<file path="src/rtl/note_player_if.sv">
// Note request / status bundle between a melody sequencer and the note player.
// master: sequencer side (drives request); slave: player side (drives status).
interface note_player_if #(
   parameter int CNT_W = 26,
   parameter int DUR_W = 16
);
   logic             start;
   logic             stop;
   logic [CNT_W-1:0] half_period;
   logic [DUR_W-1:0] duration_ms;
   logic             busy;
   logic             done;
   logic             tone_out;

   modport master (
      output start, stop, half_period, duration_ms,
      input  busy, done, tone_out
   );

   modport slave (
      input  start, stop, half_period, duration_ms,
      output busy, done, tone_out
   );
endinterface

</file>
<file path="src/rtl/note_player.sv">
// Single-note square-wave player: half-period and ms duration latched per request.
// Ports: clk_50MHz, reset_button (sync, active-low), bus (note_player_if.slave).
module note_player #(
   parameter int CNT_W    = 26,
   parameter int DUR_W    = 16,
   parameter int TICK_DIV = 50000
) (
   input logic           clk_50MHz,
   input logic           reset_button,
   note_player_if.slave  bus
);
   localparam int TICK_W = (TICK_DIV > 2) ? $clog2(TICK_DIV) : 1;
   localparam logic [TICK_W-1:0] TICK_MAX = TICK_W'(TICK_DIV - 1);

   localparam logic [0:0] IDLE = 1'b0;
   localparam logic [0:0] PLAY = 1'b1;

   logic [0:0]        state_q;
   logic [CNT_W-1:0]  hp_q;
   logic [DUR_W-1:0]  rem_q;
   logic [CNT_W-1:0]  tone_cnt;
   logic [TICK_W-1:0] tick_cnt;
   logic              tone_q;
   logic              done_q;

   always_ff @(posedge clk_50MHz) begin
      if (!reset_button) begin
         state_q  <= IDLE;
         hp_q     <= '0;
         rem_q    <= '0;
         tone_cnt <= '0;
         tick_cnt <= '0;
         tone_q   <= 1'b0;
         done_q   <= 1'b0;
      end else begin
         done_q <= 1'b0;
         case (state_q)
            IDLE: begin
               // stop in the same cycle drops the request entirely
               if (bus.start && !bus.stop) begin
                  hp_q     <= bus.half_period;
                  rem_q    <= bus.duration_ms;
                  tone_cnt <= '0;
                  tick_cnt <= '0;
                  tone_q   <= 1'b0;
                  if (bus.duration_ms == '0) begin
                     done_q <= 1'b1;
                  end else begin
                     state_q <= PLAY;
                  end
               end
            end
            PLAY: begin
               if (bus.stop) begin
                  state_q  <= IDLE;
                  tone_q   <= 1'b0;
                  tone_cnt <= '0;
                  tick_cnt <= '0;
               end else begin
                  // hp_q == 0 is a rest: counter and output stay parked
                  if (hp_q != '0) begin
                     if (tone_cnt == hp_q) begin
                        tone_cnt <= '0;
                        tone_q   <= ~tone_q;
                     end else begin
                        tone_cnt <= tone_cnt + 1'b1;
                     end
                  end
                  if (tick_cnt == TICK_MAX) begin
                     tick_cnt <= '0;
                     rem_q    <= rem_q - 1'b1;
                     if (rem_q == DUR_W'(1)) begin
                        state_q  <= IDLE;
                        tone_q   <= 1'b0;
                        tone_cnt <= '0;
                        done_q   <= 1'b1;
                     end
                  end else begin
                     tick_cnt <= tick_cnt + 1'b1;
                  end
               end
            end
            default: state_q <= IDLE;
         endcase
      end
   end

   assign bus.busy     = (state_q == PLAY);
   assign bus.done     = done_q;
   assign bus.tone_out = tone_q;
endmodule

</file>
<file path="src/flat_wrapper.sv">
// flat-port wrapper written by rule: the top's interface ports become plain ports
module note_player_flat 
#(
   parameter int CNT_W    = 26,
   parameter int DUR_W    = 16,
   parameter int TICK_DIV = 50000
)
  (clk_50MHz, reset_button, bus_start, bus_stop, bus_half_period, bus_duration_ms, bus_busy, bus_done, bus_tone_out);
  note_player_if #(.CNT_W(CNT_W), .DUR_W(DUR_W)) bus_i ();
  input logic clk_50MHz;
  input logic reset_button;
  input wire logic [$bits(bus_i.start)-1:0] bus_start;
  input wire logic [$bits(bus_i.stop)-1:0] bus_stop;
  input wire logic [$bits(bus_i.half_period)-1:0] bus_half_period;
  input wire logic [$bits(bus_i.duration_ms)-1:0] bus_duration_ms;
  output wire logic [$bits(bus_i.busy)-1:0] bus_busy;
  output wire logic [$bits(bus_i.done)-1:0] bus_done;
  output wire logic [$bits(bus_i.tone_out)-1:0] bus_tone_out;
  assign bus_i.start = bus_start;
  assign bus_i.stop = bus_stop;
  assign bus_i.half_period = bus_half_period;
  assign bus_i.duration_ms = bus_duration_ms;
  assign bus_busy = bus_i.busy;
  assign bus_done = bus_i.done;
  assign bus_tone_out = bus_i.tone_out;
  note_player #(.CNT_W(CNT_W), .DUR_W(DUR_W), .TICK_DIV(TICK_DIV)) u_core (.clk_50MHz(clk_50MHz), .reset_button(reset_button), .bus(bus_i));
endmodule
</file>
<file path="config.mk">
export PLATFORM = sky130hd
export DESIGN_NAME = note_player_flat
export DESIGN_NICKNAME = d
export VERILOG_FILES = /design/src/rtl/note_player_if.sv /design/src/rtl/note_player.sv /design/src/flat_wrapper.sv
export SDC_FILE = /design/constraint.sdc
export NUM_CORES = 1
export LEC_CHECK = 0
export ABC_AREA = 1
export CORE_ASPECT_RATIO = 0.9
export CORE_MARGIN = 2
export CORE_UTILIZATION = 47
export DETAILED_ROUTE_END_ITERATION = 16
export GPL_ROUTABILITY_DRIVEN = 0
export PLACE_DENSITY = 0.77
export SKIP_CTS_REPAIR_TIMING = 1
export SYNTH_ARGS = -nofsm -noshare
export SYNTH_HDL_FRONTEND = slang
export SYNTH_SLANG_ARGS = --single-unit
export TNS_END_PERCENT = 10
</file>
<file path="constraint.sdc">
create_clock -name clk_50MHz -period 1.85 [get_ports clk_50MHz]
set_input_delay 0.4625 -clock clk_50MHz [delete_from_list [all_inputs] [get_ports clk_50MHz]]
set_output_delay 0.4625 -clock clk_50MHz [all_outputs]
set_load 0.05 [all_outputs]
</file>
# --- After elaboration in Yosys (flattened, before gate mapping) ---
# Cells that the tools add are included.
classes:
  muxes: 34
  n_addsub: 3
  eq_ne: 6
  reduce_logical: 6
  n_bitwise: 2
op_table:
  columns: ["cell", "count"]
  rows:
  - ["2-to-1 mux 26 bit", 6]
  - ["2-to-1 mux 16 bit", 6]
  - ["case mux 16 bit (2 select lines)", 2]
  - ["case mux 26 bit (2 select lines)", 1]
  - ["adder 26 x 1 -> 26 bit, second input constant", 1]
  - ["== test 26 bit", 1]
  - ["nonzero test 26 bit", 1]
  - ["adder 16 x 1 -> 16 bit, second input constant", 1]
  - ["== test 16 x 1 -> 1 bit, second input constant", 1]
  - ["== test 16 bit, second input constant", 1]
  - ["zero test 16 bit", 1]
  - ["2-to-1 mux 1 bit", 16]
  - ["subtractor 16 x 1 -> 16 bit, second input constant", 1]
  - ["case mux 1 bit (2 select lines)", 3]
  - ["!= test 2 bit, second input constant", 2]
  - ["AND reduction 3 bit", 1]
  - ["!= test 2 x 1 -> 1 bit, second input constant", 1]
  - ["inverter 1 bit", 2]
  - ["AND reduction 2 bit", 1]
  - ["logical AND 1 bit", 1]
  - ["zero test 1 bit", 1]
word_totals:
  ff_bits: 87
  input_bits: 46

# --- Longest topological paths before layout ---
# Gate-level depths: netlist of the first run.
logic_depth:
  word_depth: 7
  ltp_mapped: 14
  depth_no_buf: 13

# --- Worst setup path before layout of the first run ---
# No wires, ideal clock.
synth_timing:
  kind: "register -> register"
  start: "register u_core.state_q, in the netlist u_core.bus.busy"
  end: "register u_core.tick_cnt[14]"
  arrival_ns: 1.707
  n_path_buf: 1
  t_required_ns: 1.718
  setup_slack_ns: 0.011
  path_stages_with_launch: 9
  setup_ns: 0.132
  synth_period_minus_slack_ns: 1.839
  cell_sequence: "dfxtp_1 -> buf_4 -> inv_2 -> nand2_2 -> nand4_1 -> nor2_1 -> nand3_1 -> o21ai_0 -> a21oi_1"
synth_between:
  elab_chain_len: 2
  word_cells_on_any_way: 3
  cone_classes: "eq/ne: 1; mux: 1; bitwise: 1"
synth_lines:
  columns: ["element", "line", "source"]
  rows:
  - ["start, declared", "note_player.sv:18", "logic [0:0] state_q;"]
  - ["start signal, assigned", "note_player.sv:28", "state_q <= IDLE;"]
  - ["start signal, assigned", "note_player.sv:49", "state_q <= PLAY;"]
  - ["start signal, assigned", "note_player.sv:55", "state_q <= IDLE;"]
  - ["inverter 1 bit", "note_player.sv:37", "case (state_q)"]
  - ["case mux 16 bit (2 select lines) / != test 2 x 1 -> 1 bit (equally long branches)", null, null]
  - ["end signal, assigned", "note_player.sv:79", "tick_cnt <= tick_cnt + 1'b1;"]
  - ["end, declared", "note_player.sv:22", "logic [TICK_W-1:0] tick_cnt;"]
# Several ways; a longest one is shown, not always the timed one.
# A chain may end at the register's enable or synchronous reset.

# --- Final worst setup path of the first run ---
layout_timing:
  start: "input bus_stop"
  end: "register u_core.tone_cnt[0]"
layout_between:
  elab_chain_len: 3
  word_cells_on_any_way: 5
  cone_classes: "eq/ne: 1; mux: 2; reduce/logical: 2"
layout_lines:
  columns: ["element", "line", "source"]
  rows:
  - ["start, declared", "flat_wrapper.sv:13", "input wire logic [$bits(bus_i.stop)-1:0] bus_stop;"]
  - ["zero test 1 bit", "note_player.sv:40", "if (bus.start && !bus.stop) begin"]
  - ["logical AND 1 bit", "note_player.sv:40", null]
  - ["!= test 2 x 1 -> 1 bit (no source line)", null, null]
  - ["end signal, assigned", "note_player.sv:66", "tone_cnt <= tone_cnt + 1'b1;"]
  - ["end, declared", "note_player.sv:21", "logic [CNT_W-1:0] tone_cnt;"]
# Several ways; a longest one is shown, not always the timed one.

==> results of run 1 <==
## where the power goes
group | switching, mW | internal [mW] | leakage [nW]
sequential | 0.0697 | 1.95 | 0.710
clock | 0.721 | 1.08 | 0.140
combinational | 0.421 | 0.322 | 1.67
## cell usage in the layout, fill, tap and decap left out, types with 2 or more instances in the layout
cell type and n:
nand2_1 207, nor2_1 103, dfxtp_1 83, inv_1 79, a21oi_1 53, o21ai_0 53
clkdlybuf4s50_1 45, nand3_1 39, buf_4 34, xnor2_1 16, xor2_1 15, nor3_1 15
nand2_2 14, nand4_1 14, nor2_2 12, a21oi_2 10, clkbuf_16 9, inv_2 7
nor4_1 6, o21ai_1 5, nor2_4 4, nand2_4 4, nor3_2 4, a31oi_1 4
a211oi_1 4, dfxtp_2 4, a22oi_1 3, ha_1 3, clkbuf_1 3, buf_12 3
clkinv_1 2, clkinv_2 2, nand3_2 2, inv_6 2, nor3b_1 2
## per-stage QoR
step,setup slack (ns),cell area (um^2)
global placement,-0.1476,6032
detailed placement,-0.2359,6032
global route,-0.0005751,6380
CTS,0.04101,6325
floorplan,0.01119,5248
finish,0.1340,6380
## flip-flops by register name (all words and copies together), names as in the netlist
name	count
u_core.bus.busy	1
u_core.bus.done	1
u_core.bus.tone_out	1
u_core.hp_q	26
u_core.rem_q	16
u_core.tick_cnt	16
u_core.tone_cnt	26
## per-layer routing
layer  up-vias  global-route usage
met5         -                   0
met4         0             0.06540
met3        14             0.04312
met2       105              0.3847
met1      2368              0.2882
li1       2722                   -
## cell families (layout without fill, tap and decap cells)
family,count (synthesis),count (layout)
AOI/OAI and AO/OA,136,136
DFF,87,87
xor gates and xnor gates,31,31
adders and majority gates,4,4
and+or+nand+nor,431,431
buffers and inverters,120,190
## area by class of cell
type,count,area [um^2],area share
Multi-Input combinational cell,602,3020,0.4734
Clock buffer,13,250.2,0.03922
Inverter,91,352.8,0.05530
Timing Repair Buffer,83,777.0,0.1218
Sequential cell,87,1747,0.2738
Clock inverter,3,42.54,0.006668
Tap cell,152,190.2,0.02981
## worst paths after layout
kind,startpoint,to,cells after the start
setup reg to reg,u_core.tick_cnt[0]$_SDFFE_PN0P_,u_core.rem_q[15]$_SDFFE_PN0P_,12
hold reg to reg,u_core.tick_cnt[3]$_SDFFE_PN0P_,u_core.tick_cnt[3]$_SDFFE_PN0P_,2
hold / removal,u_core.tick_cnt[3]$_SDFFE_PN0P_,u_core.tick_cnt[3]$_SDFFE_PN0P_,2
setup / recovery,bus_stop,u_core.tone_cnt[0]$_SDFFE_PN0P_,8
## worst max-delay path: cells and delay by family
kind / cells / cell delay (ns)
AOI/OAI and AO/OA: 2 / 0.30
buffers and inverters: 4 / 1.00
and+or+nand+nor: 2 / 0.22
==> results_dict.tcl, run 1 <==
set metrics [dict create \
    rows 36 \
    slowest_delay_ns 0.52 \
    ys_async_sr_fraction 0 \
    syn_inst 809 \
    drc_errors 0 \
    yosys.area_share.simple 0.3648 \
    routed_wl_um 12950 \
    ant_nets 0 \
    ir_worst_vdd_uv 456.7 \
    area_growth_pct 21.58 \
    slew_headroom 0.7436 \
    drive_gt1_frac 0.1365 \
    whs_ns 0.4613 \
    synth_xor_area_frac 0.05174 \
    hold_violations 0 \
    clk_pin_slew_ns 0.06 \
    p_leak_nw 2.523 \
    p_per_area_nw_per_um2 715.3 \
    die_h_um 104.2 \
    synth_commonest_cells "207 x nand2_1, 105 x nor2_1, 87 x dfxtp_1" \
    setup_viol 0 \
    synth_edf_count 0 \
    wl_met2_um 6249 \
    top_layer "met4" \
    rsz0062_at_grt "yes" \
    yosys.area.top_type "dfxtp_1" \
    syn-cell-area_um2 5248 \
    cts_root_buf "clkbuf_16" \
    critPathKind "in -> reg" \
    synth.area.mux_share 0 \
    end_kind "flip-flop" \
    grt_overflow 0 \
    grtUsageTotal 0.2261 \
    first_pass_iters 4 \
    reg2reg_slack_ns 0.13 \
    die_w_um 115.4 \
    maxCapViolations 0 \
    yosysSeqAreaShare 0.3319 \
    synth.net_count 859 \
    port_buffers 48 \
    n_antenna_cell 0 \
    yosys_warnings 0 \
    worst_pin_slew_ns 0.3832 \
    synth_top_area_share 0.3319 \
    vias_per_cell 5.052 \
    synth-seq-cells 87 \
    synthAdderAreaFrac 0.009537 \
    startpoint_type "input pin" \
    grt_pass1_vias 4957 \
    fin_crit_sh 0.9275 \
    routed-wl-met3_um 598 \
    min_period_ns 1.716 \
    fmax_mhz 582.8 \
    avgSynthCellArea_um2 6.486 \
    nFillCells 1026 \
    utilization 0.5877 \
    m1WireLength_um 5920 \
    cts_buffers 9 \
    post-synth-top-count-cell "nand2_1" \
    ios 49 \
    worstPathMaxFanout 24 \
    first_iter_violations 302 \
    layoutNonFillerInstCount 1031 \
    clock_skew_ns 0.006251 \
    path_cells "clkdlybuf4s50_1, inv_1, nand2_1, nand2_2, inv_2, buf_4, o211ai_1, a21oi_1" \
    core_area_um2 10860 \
    drv_slew 0 \
    grt_antenna_before_repair 0 \
    clock_path_buffers 2 \
    status "finished, final reports clean" \
    finalSetupTns_ns 0 \
    place_inst 1014 \
    grt_max_degree 39 \
    cts.sinks 87 \
    synthDistinctLibCells 45 \
    htreeDepth 3 \
    synthTopCellsByArea "dfxtp_1 33%, nand2_1 15%, nor2_1 7.5%" \
    synthFlopType "dfxtp_1" \
    synth_compound_area_frac 0.1433 \
    nNetsFinal 924 \
    cts_tree "yes" \
    power.total_mw 4.563 \
    grt_pass1_wl_um 22260 \
    dp_hpwl_um 9453 \
    initial_core_util 0.4834 \
    slowest_stage "clkdlybuf4s50_1" \
    vias 5209 \
    clkLatencyLatePin_ns 0.34 \
    routedWlPerCell_um 12.56 \
    arrival_ns 1.98 \
    hp-class "reg -> reg" \
    synth_top_family_by_area "simple AND/OR/NAND/NOR gates" \
    die_area_um2 12030 \
    worstPathRequired_ns 2.11 \
]
Note: power is estimated with default switching activity, not from simulation.
==> inputs of run 2 (changes only) <==
- CORE_MARGIN: 2 -> 4
==> run 2 against run 1 <==
Cell count is 0.29% higher. Sequential power hardly changed. Via count is 0.75% lower. Sequential share of layout area is 0.15 points lower. Wire length is 2.2% higher. Clock skew hardly changed. Largest cell class unchanged.
==> results_dict.tcl, run 2 (synthesis gave the netlist of run 1 again) <==
set metrics [dict create \
    status "finished, final reports clean" \
    path_cells "ha_2, nand2_2, nor2_4, inv_2, nor2_2, nand2_2, nor2_4, nor2_8, nand2_4, buf_4, nand2_1, nor2_1, nor2_1" \
    p_switching_mw 1.227 \
    p_clk_frac 0.407 \
    worstReg2RegEnd "u_core.bus.tone_out$_SDFFE_PN0P_" \
    drive_gt1_frac 0.1383 \
    p_int_mw 3.423 \
    ir_worst_vdd_uv 396.0 \
    first_iter_violations 366 \
    setup_viol 0 \
    cts_tree "yes" \
    grtUsageTotal 0.2090 \
    rsz0062_at_grt "yes" \
    grt_overflow 0 \
    placed_cell_area_um2 6075 \
    swShare 0.2638 \
    cts_root_buf "clkbuf_16" \
    n_antenna_cell 0 \
    worstPathMaxFanout 4 \
    cts_buffers 9 \
    slowest_delay_ns 0.36 \
    whs_endpoint "u_core.tick_cnt[3]$_SDFFE_PN0P_" \
    end_kind "flip-flop" \
    worstPathRequired_ns 2.08 \
    min_period_ns 1.761 \
    critPathKind "reg -> reg" \
    hold_violations 0 \
    die_w_um 119.4 \
    cp_top_family "simple AND/OR/NAND/NOR gates" \
    die_area_um2 12920 \
    rows 36 \
    arrival_ns 2.00 \
    power_frac_comb 0.159 \
    clock_path_buffers 2 \
    routed_wl_um 13230 \
    reg2reg_slack_ns 0.09 \
    drv_slew 0 \
    ios 49 \
    area_growth_pct 22.17 \
    maxCapViolations 0 \
    path_buf_inv 2 \
    hold_depth 2 \
    grt_pass1_vias 4925 \
    min_from "u_core.tick_cnt[3]$_SDFFE_PN0P_" \
    clkLatencyLatePin_ns 0.34 \
    utilization 0.5906 \
    r2r-start "u_core.tick_cnt[0]$_SDFFE_PN0P_" \
    drc_errors 0 \
    grt_max_degree 39 \
    routedWlPerCell_um 12.80 \
    rr_worst_depth 13 \
    clk_pin_slew_ns 0.06 \
    p_per_area_nw_per_um2 725.3 \
    core_area_um2 10860 \
    slew_headroom 0.7093 \
    startpoint_type "flip-flop" \
    postLayoutCellArea_um2 6411 \
    die_h_um 108.2 \
    reg.largest.list "u_core.hp_q (26), u_core.tone_cnt (26)" \
    grt_antenna_before_repair 0 \
    port_buffers 48 \
    mostFrequentLayoutCells "207 x nand2_1, 104 x nor2_1, 84 x dfxtp_1" \
    cts.sinks 87 \
    final_common_cell "nand2_1" \
    first_pass_iters 5 \
    fmax_mhz 568.0 \
    worst_pin_slew_ns 0.4360 \
    dp_hpwl_um 9758 \
    nFillCells 1030 \
    power.share.sequential 0.434 \
    slowest_stage "dfxtp_2" \
    fin_crit_sh 0.9517 \
    vias 5170 \
    nNetsFinal 927 \
    initial_core_util 0.4834 \
    p_leak_nw 2.533 \
    hp-class "reg -> reg" \
    htreeDepth 3 \
    clock_skew_ns 0.005994 \
    vias_per_cell 5.000 \
    grt_pass1_wl_um 22340 \
    ant_nets 0 \
]
run 2: worst min-delay path, stage by stage, from the launching register on:
cell     delay (ns)
dfxtp_1        0.31
nand2_1        0.06
a21oi_1        0.05
run 2: through the flow:
| step | power [mW] | instances | setup TNS [ns] | setup slack [ns] | hold WS (ns) |
|---|---|---|---|---|---|
| floorplan | 2.511 | 809 | 0 | 0.01119 | 0.4445 |
| global placement | 2.769 | 1018 | -2.773 | -0.1380 | 0.4506 |
| detailed placement | 2.778 | 1018 | -4.515 | -0.1879 | 0.4553 |
| CTS | 4.669 | 1034 | 0 | 0.04778 | 0.4651 |
| global route | 4.839 | 1034 | -0.1579 | -0.05071 | 0.4873 |
| finish | 4.650 | 1034 | 0 | 0.08935 | 0.4620 |
run 2: worst max path at each step:
stage	from	end	slack, ns	depth (start not counted)
finish	u_core.tick_cnt[0]$_SDFFE_PN0P_	u_core.bus.tone_out$_SDFFE_PN0P_	0.09	13
global route	u_core.tick_cnt[0]$_SDFFE_PN0P_	u_core.rem_q[14]$_SDFFE_PN0P_	-0.05	12
CTS	u_core.tick_cnt[0]$_SDFFE_PN0P_	u_core.rem_q[6]$_SDFFE_PN0P_	0.05	12
detailed placement	bus_stop	u_core.tick_cnt[14]$_SDFFE_PN0P_	-0.19	9
global placement	bus_stop	u_core.tick_cnt[14]$_SDFFE_PN0P_	-0.14	9
floorplan	u_core.bus.busy$_SDFF_PN0_	u_core.tick_cnt[14]$_SDFFE_PN0P_	0.01	8
run 2: final cells by class:
class,instances,area [um^2],share of cell area
clock buffer,14,274.0,0.04274
clock inverter,2,37.54,0.005855
inverter,91,347.8,0.05425
multi-input combinational,602,3008,0.4692
sequential,87,1745,0.2722
tap,152,190.2,0.02966
timing repair buffer,86,808.3,0.1261
run 2: layer usage:
| metal | up-vias | wire length (um) | track usage |
|---|---|---|---|
| met5 | - | 0 | 0 |
| met3 | 18 | 671 | 0.04759 |
| met1 | 2299 | 5900 | 0.2546 |
| li1 | 2731 | - | - |
| met2 | 122 | 6508 | 0.3756 |
| met4 | 0 | 154 | 0.05151 |
run 2: power groups by stage:
stage	registers [mW]	clock network, mW	logic [mW]
finish	2.02	1.89	0.739
global route	2.03	1.98	0.828
CTS	2.01	1.92	0.731
detailed placement	2.05	0	0.724
global placement	2.05	0	0.715
floorplan	2.04	0	0.472
